## src/rtl/keccak_arbiter.sv

```systemverilog
// Two-requester arbiter in front of a single keccak core: IDLE/BUSY/GAP FSM, registered grant.
// Define KECCAK_ARB_RR_EN for round-robin arbitration; otherwise requester 0 has fixed priority.
module keccak_arbiter #(
  parameter int unsigned GAP_CYC = 1
) (
  input  logic          i_clk,
  input  logic          i_rstn,
  input  logic [1:0]    i_rq_req,
  input  logic [3:0]    i_rq_mode,
  input  logic [21:0]   i_rq_ibytes_len,
  input  logic [19:0]   i_rq_obytes_len,
  input  logic [127:0]  i_rq_ibytes,
  input  logic [1:0]    i_rq_ibytes_valid,
  output logic [1:0]    o_rq_ibytes_ready,
  output logic [63:0]   o_rq_obytes,
  output logic [1:0]    o_rq_obytes_valid,
  output logic [1:0]    o_rq_done,
  output logic [1:0]    o_gnt,
  output logic [1:0]    o_k_mode,
  output logic [10:0]   o_k_ibytes_len,
  output logic [9:0]    o_k_obytes_len,
  output logic [63:0]   o_k_ibytes,
  output logic          o_k_ibytes_valid,
  input  logic          i_k_ibytes_ready,
  input  logic [63:0]   i_k_obytes,
  input  logic          i_k_obytes_valid,
  input  logic          i_k_obytes_done
);

  typedef enum logic [1:0] {IDLE, BUSY, GAP} state_t;

  localparam logic [3:0] GAP_LAST = 4'(GAP_CYC - 1);

  state_t     state, state_nxt;
  logic [1:0] gnt_nxt;
  logic [1:0] done_nxt;
  logic [3:0] gap_cnt, gap_cnt_nxt;
  logic       done_q;
  logic [1:0] win;
  logic       busy;
  logic       sel;

`ifdef KECCAK_ARB_RR_EN
  logic ptr, ptr_nxt;

  // ptr names the requester preferred on a tie
  always_comb begin
    win = '0;
    if (i_rq_req[ptr])       win[ptr]  = 1'b1;
    else if (i_rq_req[~ptr]) win[~ptr] = 1'b1;
  end

  always_ff @(posedge i_clk or negedge i_rstn) begin
    if (!i_rstn) ptr <= 1'b0;
    else         ptr <= ptr_nxt;
  end
`else
  always_comb begin
    win = '0;
    if (i_rq_req[0])      win = 2'b01;
    else if (i_rq_req[1]) win = 2'b10;
  end
`endif

  always_comb begin
    state_nxt   = state;
    gnt_nxt     = o_gnt;
    done_nxt    = '0;
    gap_cnt_nxt = gap_cnt;
`ifdef KECCAK_ARB_RR_EN
    ptr_nxt     = ptr;
`endif
    case (state)
      IDLE: begin
        if (|i_rq_req) begin
          state_nxt = BUSY;
          gnt_nxt   = win;
`ifdef KECCAK_ARB_RR_EN
          ptr_nxt   = win[0];
`endif
        end
      end
      BUSY: begin
        // job ends on the falling edge of the core's done level
        if (done_q && !i_k_obytes_done) begin
          state_nxt   = GAP;
          gnt_nxt     = '0;
          done_nxt    = o_gnt;
          gap_cnt_nxt = '0;
        end
      end
      GAP: begin
        if (gap_cnt == GAP_LAST) begin
          state_nxt   = IDLE;
          gap_cnt_nxt = '0;
        end else begin
          gap_cnt_nxt = gap_cnt + 4'd1;
        end
      end
      default: begin
        state_nxt = IDLE;
        gnt_nxt   = '0;
      end
    endcase
  end

  always_ff @(posedge i_clk or negedge i_rstn) begin
    if (!i_rstn) begin
      state     <= IDLE;
      o_gnt     <= '0;
      o_rq_done <= '0;
      gap_cnt   <= '0;
      done_q    <= 1'b0;
    end else begin
      state     <= state_nxt;
      o_gnt     <= gnt_nxt;
      o_rq_done <= done_nxt;
      gap_cnt   <= gap_cnt_nxt;
      done_q    <= (state == BUSY) && i_k_obytes_done;
    end
  end

  assign busy = (state == BUSY);
  assign sel  = o_gnt[1];

  always_comb begin
    o_k_mode          = '0;
    o_k_ibytes_len    = '0;
    o_k_obytes_len    = '0;
    o_k_ibytes        = '0;
    o_k_ibytes_valid  = 1'b0;
    o_rq_obytes       = '0;
    o_rq_ibytes_ready = '0;
    o_rq_obytes_valid = '0;
    if (busy) begin
      if (sel) begin
        o_k_mode         = i_rq_mode[3:2];
        o_k_ibytes_len   = i_rq_ibytes_len[21:11];
        o_k_obytes_len   = i_rq_obytes_len[19:10];
        o_k_ibytes       = i_rq_ibytes[127:64];
        o_k_ibytes_valid = i_rq_ibytes_valid[1];
      end else begin
        o_k_mode         = i_rq_mode[1:0];
        o_k_ibytes_len   = i_rq_ibytes_len[10:0];
        o_k_obytes_len   = i_rq_obytes_len[9:0];
        o_k_ibytes       = i_rq_ibytes[63:0];
        o_k_ibytes_valid = i_rq_ibytes_valid[0];
      end
      o_rq_obytes       = i_k_obytes;
      o_rq_ibytes_ready = o_gnt & {2{i_k_ibytes_ready}};
      o_rq_obytes_valid = o_gnt & {2{i_k_obytes_valid}};
    end
  end

endmodule

```

## config.mk

```make
export PLATFORM = sky130hd
export DESIGN_NAME = keccak_arbiter
export DESIGN_NICKNAME = d
export VERILOG_FILES = /design/src/rtl/keccak_arbiter.sv
export SDC_FILE = /design/constraint.sdc
export NUM_CORES = 1
export LEC_CHECK = 0
export CORE_AREA = 2 2 160 162
export DETAILED_ROUTE_END_ITERATION = 16
export DIE_AREA = 0 0 162 164
export SLEW_MARGIN = 30
export SYNTH_ARGS = -nofsm -noshare
export SYNTH_HDL_FRONTEND = slang
export SYNTH_SLANG_ARGS = --single-unit
```

## constraint.sdc

```tcl
create_clock -name i_clk -period 1.7 [get_ports i_clk]
set_input_delay 0.34 -clock i_clk [delete_from_list [all_inputs] [get_ports i_clk]]
set_output_delay 0.34 -clock i_clk [all_outputs]
set_load 0.02 [all_outputs]
```

==> results of run 1 <==
## cell families after synthesis
group                    count (synthesis)  share of synthesized area
adder cells (fa/ha/maj)                  2                    0.01063
AND/OR/NAND/NOR                        176                     0.3732
multiplexers                            88                     0.3743
flip-flops                              11                     0.1170
AO/OA/AOI/OAI                           16                    0.04413
XOR/XNOR                                 1                   0.003722
buffers and inverters                   35                    0.07708
## placed cells by master, fill, tap and decap left out, drive strengths merged, types with 2 or more instances in the layout
cell / count
clkdlybuf4s50: 248
a21oi: 2
nand3b: 2
and3: 4
nor2: 91
buf: 239
o21bai: 2
nand2: 3
o21ai: 5
dfrtp: 11
clkbuf: 11
and2: 65
nor2b: 2
mux2i: 88
ha: 2
inv: 3
nand2b: 7
## worst min-delay path by stage
stage | end | slack, ps | depth (start not counted)
after floorplan | done_q | 40 | 0
after detailed placement | gap_cnt[3] | 520 | 1
after global routing | gap_cnt[3] | 500 | 1
final | o_gnt[1] | 450 | 1
after global placement | gap_cnt[3] | 510 | 1
after CTS | o_gnt[1] | 460 | 1
## power by group
group	internal, uW	switching [uW]	total (uW)
registers	340	107	447
clock network	311	119	430
logic	7020	5810	12800
## through the flow
step / cell area (um^2) / setup TNS (ps)
floorplan: 2369 / 0
global placement: 6964 / -39310
detailed placement: 6964 / -40560
CTS: 7639 / -22770
global route: 8451 / -24630
finish: 8451 / -16360
## layout make-up
class	instances	share of cell area
Tap cell	330	0.04886
Multi-Input combinational cell	284	0.2878
Clock buffer	3	0.008884
Clock inverter	1	0.0005922
Inverter	3	0.001333
Timing Repair Buffer	496	0.6193
Sequential cell	11	0.03317
## worst reg2reg max path, stage by stage (launching register included)
cell      delay [ps]
dfrtp_2          440
nand2b_4         210
buf_6            140
buf_6            140
buf_4            140
o21a_1           180
a211o_1          290
## layer usage
layer | GRT usage | vias up | wire length [um]
met3 | 0.01465 | 10 | 656
met1 | 0.1585 | 1955 | 8115
li1 | - | 2031 | -
met2 | 0.1928 | 123 | 9148
met4 | 0.008447 | 0 | 114
met5 | 0 | - | 0
## registers in the layout, summed over array words and instances (netlist names)
register and flops:
done_q 1, gap_cnt 4, o_gnt 2, o_rq_done 2, state 2
## timing repair
item                                    in CTS  in global routing
pin swaps                                   13                 55
resized for setup                          825                237
setup buffers                               24                 26
endpoints found under the setup margin     157                159
hold endpoints to repair                     0                  0
gates cloned                                12                  7
==> metrics.md, run 1 <==
| Metric | Value |
|---|---|
| Outcome | `complete, but fails checks` |
| Violated checks | `negative setup slack` |
| Reg area | `280.3 um^2` |
| Number of max-cap violations | `0` |
| Share of the synthesized area in the top cell type | `0.3743` |
| WP data required | `1360 ps` |
| CP Cell Sequence | `buf_12 -> nand2b_4 -> buf_4 -> buf_4 -> nor2_2 -> buf_4` |
| Lkg Pwr | `0.003652 uW` |
| Pre-antenna DRT Iters | `4` |
| Total Wirelength | `18040 um` |
| Fin worst setup slack | `-243.3 ps` |
| Top post-synthesis cells by count | `nor2_1 (91), mux2i_1 (88), and2_1 (65), clkbuf_1 (16), dfrtp_1 (11)` |
| Gr usage total | `0.1131` |
| Mean number of vias per cell | `3.652` |
| Final GP Congestion | `0.8053` |
| Layout area overhead | `259.1%` |
| Minimum clock period | `1943 ps` |
| Core Region | `0.02482 mm^2` |
| Wirelength per Cell | `15.99 um` |
| Die area | `0.02657 mm^2` |
| Fraction of registers with async set/reset | `1.000` |
| Crit-path most repeated cell | `buf_4` |
| Longest Clk Path Bufs | `2` |
| Post-Syn Instances | `329` |
| Mapped Area | `0.002354 mm^2` |
| Largest net degree at the start of global routing | `22` |
| Placed insts | `1060` |
| CP Class | `flop to primary output` |
| Clock Latency Late Sink | `240 ps` |
| Area leader, netlist | `mux2i_1` |
| Skew final | `4.190 ps` |
| Min-delay worst type | `input port to async pin` |
| Worst r2r dst | `gap_cnt[2]` |
| Cts hold-fix bufs | `0` |
| Final Cycle Share | `1.143` |
| Crit Reg-Reg Startpoint | `state[1]` |
| Post-DP HPWL | `12520 um` |
| Yosys Warn Count | `0` |
| Seq/Total Area, Yosys | `0.1170` |
| Share of layout cells above drive strength 1 | `0.4737` |
| Dominant cell by count in the synthesized netlist | `nor2_1` |
| RSZ-0062 raised after global routing | `true` |
| Die W | `162 um` |
| Instance count on the critical path | `6` |
| Crit path capture | `o_k_ibytes_valid` |
| Post-route ant nets | `0` |
| Fillers | `2577` |
| DRC | `0` |
| Final Power | `13710 uW` |
| H-tree levels | `1` |
| Setup violators final | `150` |
| Pre-CTS setup slack | `-367.4 ps` |
| Slowest stage cell on the critical path | `dfrtp_2` |
| Final hold violation count | `0` |
| Fmax | `514.6 MHz` |
| #FFs+latches synth | `11` |
| Worst VDD drop | `0.6669 mV` |
| Clock Tree Root | `clkbuf_16` |
| Number of flops mapped to enable cells by yosys | `0` |
| Vias | `4119` |
| Die H | `164 um` |
| Initial antenna violation count | `0` |
| Avg Inst Size Synth | `7.154 um^2` |
| Max stage delay on crit path | `440 ps` |
| Row cnt | `58` |
| Reg2reg path depth | `6` |
| Slew at the pin with the worst max-slew slack | `523.3 ps` |
| Crit path max-delay family | `buffers and inverters` |
| Crit Path Max Fanout | `4` |
| CTS tree | `built` |
| First-pass GRT wire length | `23430 um` |
| CTS sink cnt | `11` |
| Final net count | `1048` |
| Grt total ovfl | `0` |
| Initial Utilization | `0.09483` |
| Arr. time, crit path | `1600 ps` |
| Nature of the critical path endpoint | `primary output` |
| TritonCTS Buffers | `3` |
| Io pins | `407` |
| Multi-input gate area | `0.002432 mm^2` |
| Worst-path clk slew | `40 ps` |
| Synth area leaders | `mux2i_1 (37%), and2_1 (17%), nor2_1 (15%)` |
| Setup slack, reg-to-reg | `60 ps` |
| PwrDens | `1622 mW/mm^2` |
| Vias in the first global route | `3946` |
| Most used DFF post-synth | `dfrtp_1` |
| Yosys cell types | `31` |
| Hold WS | `449.6 ps` |
| ANT cells | `0` |
| Non-filler cells, final | `1128` |
| DR iter-0 viols | `97` |
| Utilization after layout | `0.3405` |
| PortBufs | `406` |
| Buf/Inv on CP | `4` |
| Critical Path Start | `state[1]` |
| Slew HR | `0.6500` |
| Critical path launch point type | `flop` |
| Pins Over Slew Limit | `0` |
| Mapped Nets | `578` |
Power figures use the tool's default switching activity.
==> inputs of run 2 (changes only) <==
--- a/config.mk
+++ b/config.mk
@@ -5,7 +5,8 @@
 export SDC_FILE = /design/constraint.sdc
 export NUM_CORES = 1
 export LEC_CHECK = 0
-export CORE_AREA = 2 2 160 162
+export ABC_AREA = 1
+export CORE_AREA = 5 5 157 159
 export DETAILED_ROUTE_END_ITERATION = 16
 export DIE_AREA = 0 0 162 164
 export SLEW_MARGIN = 30
==> metrics.md, run 2 <==
| Metric | Value |
|---|---|
| Number of max-cap violations | `0 (unchanged)` |
| Min-delay worst type | `input port to async pin (unchanged)` |
| Fin worst setup slack | `-202.5 ps (was -243.3 ps)` |
| Post-synthesis compound-gate area fraction | `0.2005 (was 0.04413)` |
| Grt total ovfl | `0 (unchanged)` |
| Minimum clock period | `1902 ps (was 1943 ps)` |
| #FFs+latches synth | `11 (unchanged)` |
| Pins Over Slew Limit | `0 (unchanged)` |
| Critical path launch point type | `flop (unchanged)` |
| Clock Latency Late Sink | `240 ps (about the same)` |
| Initial antenna violation count | `0 (unchanged)` |
| Arr. time, crit path | `1560 ps (was 1600 ps)` |
| Largest net degree at the start of global routing | `31 (was 22)` |
| Avg Inst Size Synth | `4.912 um^2 (was 7.154 um^2)` |
| Final GP Congestion | `0.7942 (was 0.8053)` |
| Share of layout cells above drive strength 1 | `0.3884 (was 0.4737)` |
| Slew HR | `0.8055 (was 0.6500)` |
| Core Region | `0.02312 mm^2 (was 0.02482 mm^2)` |
| Commonest non-fill, non-tap cell in the layout | `clkdlybuf4s50_1 (unchanged)` |
| Share of the synthesized area in the top cell type | `0.2977 (was 0.3743)` |
| Yosys cell types | `20 (was 31)` |
| Multi-input gate area | `0.002206 mm^2 (was 0.002432 mm^2)` |
| Lkg Pwr | `0.003890 uW (was 0.003652 uW)` |
| Setup slack, reg-to-reg | `370 ps (was 60 ps)` |
| Post-synthesis xor/xnor area fraction | `0.003581 (was 0.003721)` |
| Gr usage total | `0.1186 (was 0.1131)` |
| Total Wirelength | `20990 um (was 18040 um)` |
| Final Cycle Share | `1.119 (was 1.143)` |
| Initial Utilization | `0.1058 (was 0.09483)` |
| Final Power | `14670 uW (was 13710 uW)` |
| Top post-synthesis cells by count | `nand2_1 (194), a21oi_1 (81), inv_1 (74), nor2_1 (73), buf_2 (15) (was nor2_1 (91), mux2i_1 (88), and2_1 (65), clkbuf_1 (16), dfrtp_1 (11))` |
| PwrDens | `1792 mW/mm^2 (was 1622 mW/mm^2)` |
| Mapped Nets | `747 (was 578)` |
| Row cnt | `56 (was 58)` |
| Worst VDD drop | `0.7124 mV (was 0.6669 mV)` |
| Final hold violation count | `0 (unchanged)` |
| ANT cells | `0 (unchanged)` |
| WP data required | `1360 ps (about the same)` |
| Die W | `162 um (unchanged)` |
| Clock Tree Root | `clkbuf_16 (unchanged)` |
| Utilization after layout | `0.3540 (was 0.3405)` |
| Fraction of registers with async set/reset | `1.000 (unchanged)` |
| Max reg flops | `4 (unchanged)` |
| Synthesized-area fraction occupied by and/or/nand/nor cells | `0.4389 (was 0.3732)` |
| Nature of the critical path endpoint | `primary output (unchanged)` |
| CTS sink cnt | `11 (unchanged)` |
| Hold WS | `402.8 ps (was 449.6 ps)` |
| Fillers | `2452 (was 2577)` |
| Non-filler cells, final | `1240 (was 1128)` |
| DR iter-0 viols | `155 (was 97)` |
| Post-DP HPWL | `14070 um (was 12520 um)` |
| Placed insts | `1196 (was 1060)` |
| Adder-cell share of the synthesized area | `0.01023 (was 0.01063)` |
| Most frequent cells in the layout | `clkdlybuf4s50_1 (248), nand2_1 (152), buf_4 (122) (was clkdlybuf4s50_1 (248), buf_6 (113), buf_4 (91))` |
| Wirelength per Cell | `16.93 um (was 15.99 um)` |
| Mapped Area | `0.002446 mm^2 (was 0.002354 mm^2)` |
| Die area | `0.02657 mm^2 (unchanged)` |
| Number of flops mapped to enable cells by yosys | `0 (unchanged)` |
| Layout area overhead | `234.6% (was 259.1%)` |
| Io pins | `407 (unchanged)` |
| Yosys Warn Count | `0 (unchanged)` |
| Mean number of vias per cell | `3.840 (was 3.652)` |
| Vias in the first global route | `4454 (was 3946)` |
| Slew at the pin with the worst max-slew slack | `291.3 ps (was 523.3 ps)` |
| CP Class | `flop to primary output (unchanged)` |
| Die H | `164 um (unchanged)` |
| Largest family of logic cells by synthesized area | `simple AND/OR/NAND/NOR gates (was multiplexers)` |
| Cts hold-fix bufs | `0 (unchanged)` |
| DRC | `0 (unchanged)` |
| PortBufs | `406 (unchanged)` |
| Violated checks | `negative setup slack (unchanged)` |
| First-pass GRT wire length | `25160 um (was 23430 um)` |
| Outcome | `complete, but fails checks (unchanged)` |
| Mux cell area share after synthesis | `0 (was 0.3743)` |
| Top reg by flops | `gap_cnt (unchanged)` |
| Longest Clk Path Bufs | `2 (unchanged)` |
| Worst-path clk slew | `50 ps (was 40 ps)` |
| Setup violators final | `129 (was 150)` |
| TritonCTS Buffers | `3 (unchanged)` |
| H-tree levels | `1 (unchanged)` |
| Fmax | `525.6 MHz (was 514.6 MHz)` |
| RSZ-0062 raised after global routing | `true (unchanged)` |
| Synth area leaders | `nand2_1 (30%), a21oi_1 (17%), inv_1 (11%) (was mux2i_1 (37%), and2_1 (17%), nor2_1 (15%))` |
| Skew final | `5.260 ps (was 4.190 ps)` |
| Vias | `4761 (was 4119)` |
| Crit Path Max Fanout | `7 (was 4)` |
| Most used DFF post-synth | `dfrtp_1 (unchanged)` |
| Reg area | `279.0 um^2 (was 280.3 um^2)` |
| Post-route ant nets | `0 (unchanged)` |
| Dominant cell by count in the synthesized netlist | `nand2_1 (was nor2_1)` |
| Final net count | `1200 (was 1048)` |
| CTS tree | `built (unchanged)` |
| Post-Syn Instances | `498 (was 329)` |
| Area leader, netlist | `nand2_1 (was mux2i_1)` |
| Pre-antenna DRT Iters | `4 (unchanged)` |
| Seq/Total Area, Yosys | `0.1125 (was 0.1170)` |
-- run 2: cell count changes in the layout (fill, tap and decap cells not counted), moves of 31 or more --
cell     before  now
a21oi_2       0   54
nand2_1       3  152
buf_6       113   58
inv_1         3   74
and2_4       64    0
mux2i_1      71    0
buf_4        91  122
-- run 2: final cells by class --
type,instances,area share
clock buffer,4,0.009630
timing repair buffer,483,0.6041
inverter,76,0.03638
sequential,11,0.03409
multi-input combinational,375,0.2695
timing repair inverter,1,0.001987
tap,290,0.04433
-- run 2: worst max-delay path, stage by stage (launching register included) --
cell      delay [ps]
dfrtp_4          570
clkinv_8         110
buf_12           140
buf_16           150
nand2_4           50
a21oi_2          150
buf_6            140
-- run 2: report_power, final --
| group | switching [uW] | internal (uW) | leakage (uW) | total (uW) |
|---|---|---|---|---|
| Clock | 123 | 316 | 0.0000382 | 439 |
| Combinational | 7300 | 6440 | 0.00371 | 13700 |
| Sequential | 134 | 358 | 0.000144 | 492 |
| Total | 7550 | 7120 | 0.00389 | 14700 |
-- run 2: worst paths after layout --
path / start / depth (start not counted) / endpoint
max: o_gnt[1] / 6 / o_k_ibytes[3]
min: i_rstn / 2 / gap_cnt[1]
max reg2reg: state[0] / 6 / state[1]
min reg2reg: o_gnt[0] / 2 / o_rq_done[0]
max in group asynchronous: i_rstn / 2 / o_gnt[1]
min in group i_clk: o_gnt[0] / 2 / o_rq_done[0]
-- run 2: per-layer routing --
metal  part of all wire  GRT usage
met5                  0          0
met3              0.074    0.03312
met4              0.019    0.01615
met2               0.52     0.2253
met1               0.39     0.1353
-- run 2: per-stage QoR --
stage	instance area, um^2	worst slack (ps)	setup TNS [ps]
after floorplan	2446	57.68	0
after global placement	6992	-426.1	-40030
after detailed placement	6992	-436.1	-41540
after CTS	7114	-255.5	-22390
after global routing	8185	-262.4	-23200
final	8185	-202.5	-14990
-- run 2: cells by family (layout without fill, tap and decap cells) --
kind of cell	Yosys count	in the layout
and+or+nand+nor	280	280
buffers and inverters	112	564
AOI/OAI and AO/OA	92	92
DFF	11	11
adders and majority gates	2	2
xor gates and xnor gates	1	1
-- run 2: timing repair --
action	CTS	global route
cloned	5	14
resized for setup	508	500
pin swaps	6	37
setup endpoints to repair	157	158
buffers inserted	4	19
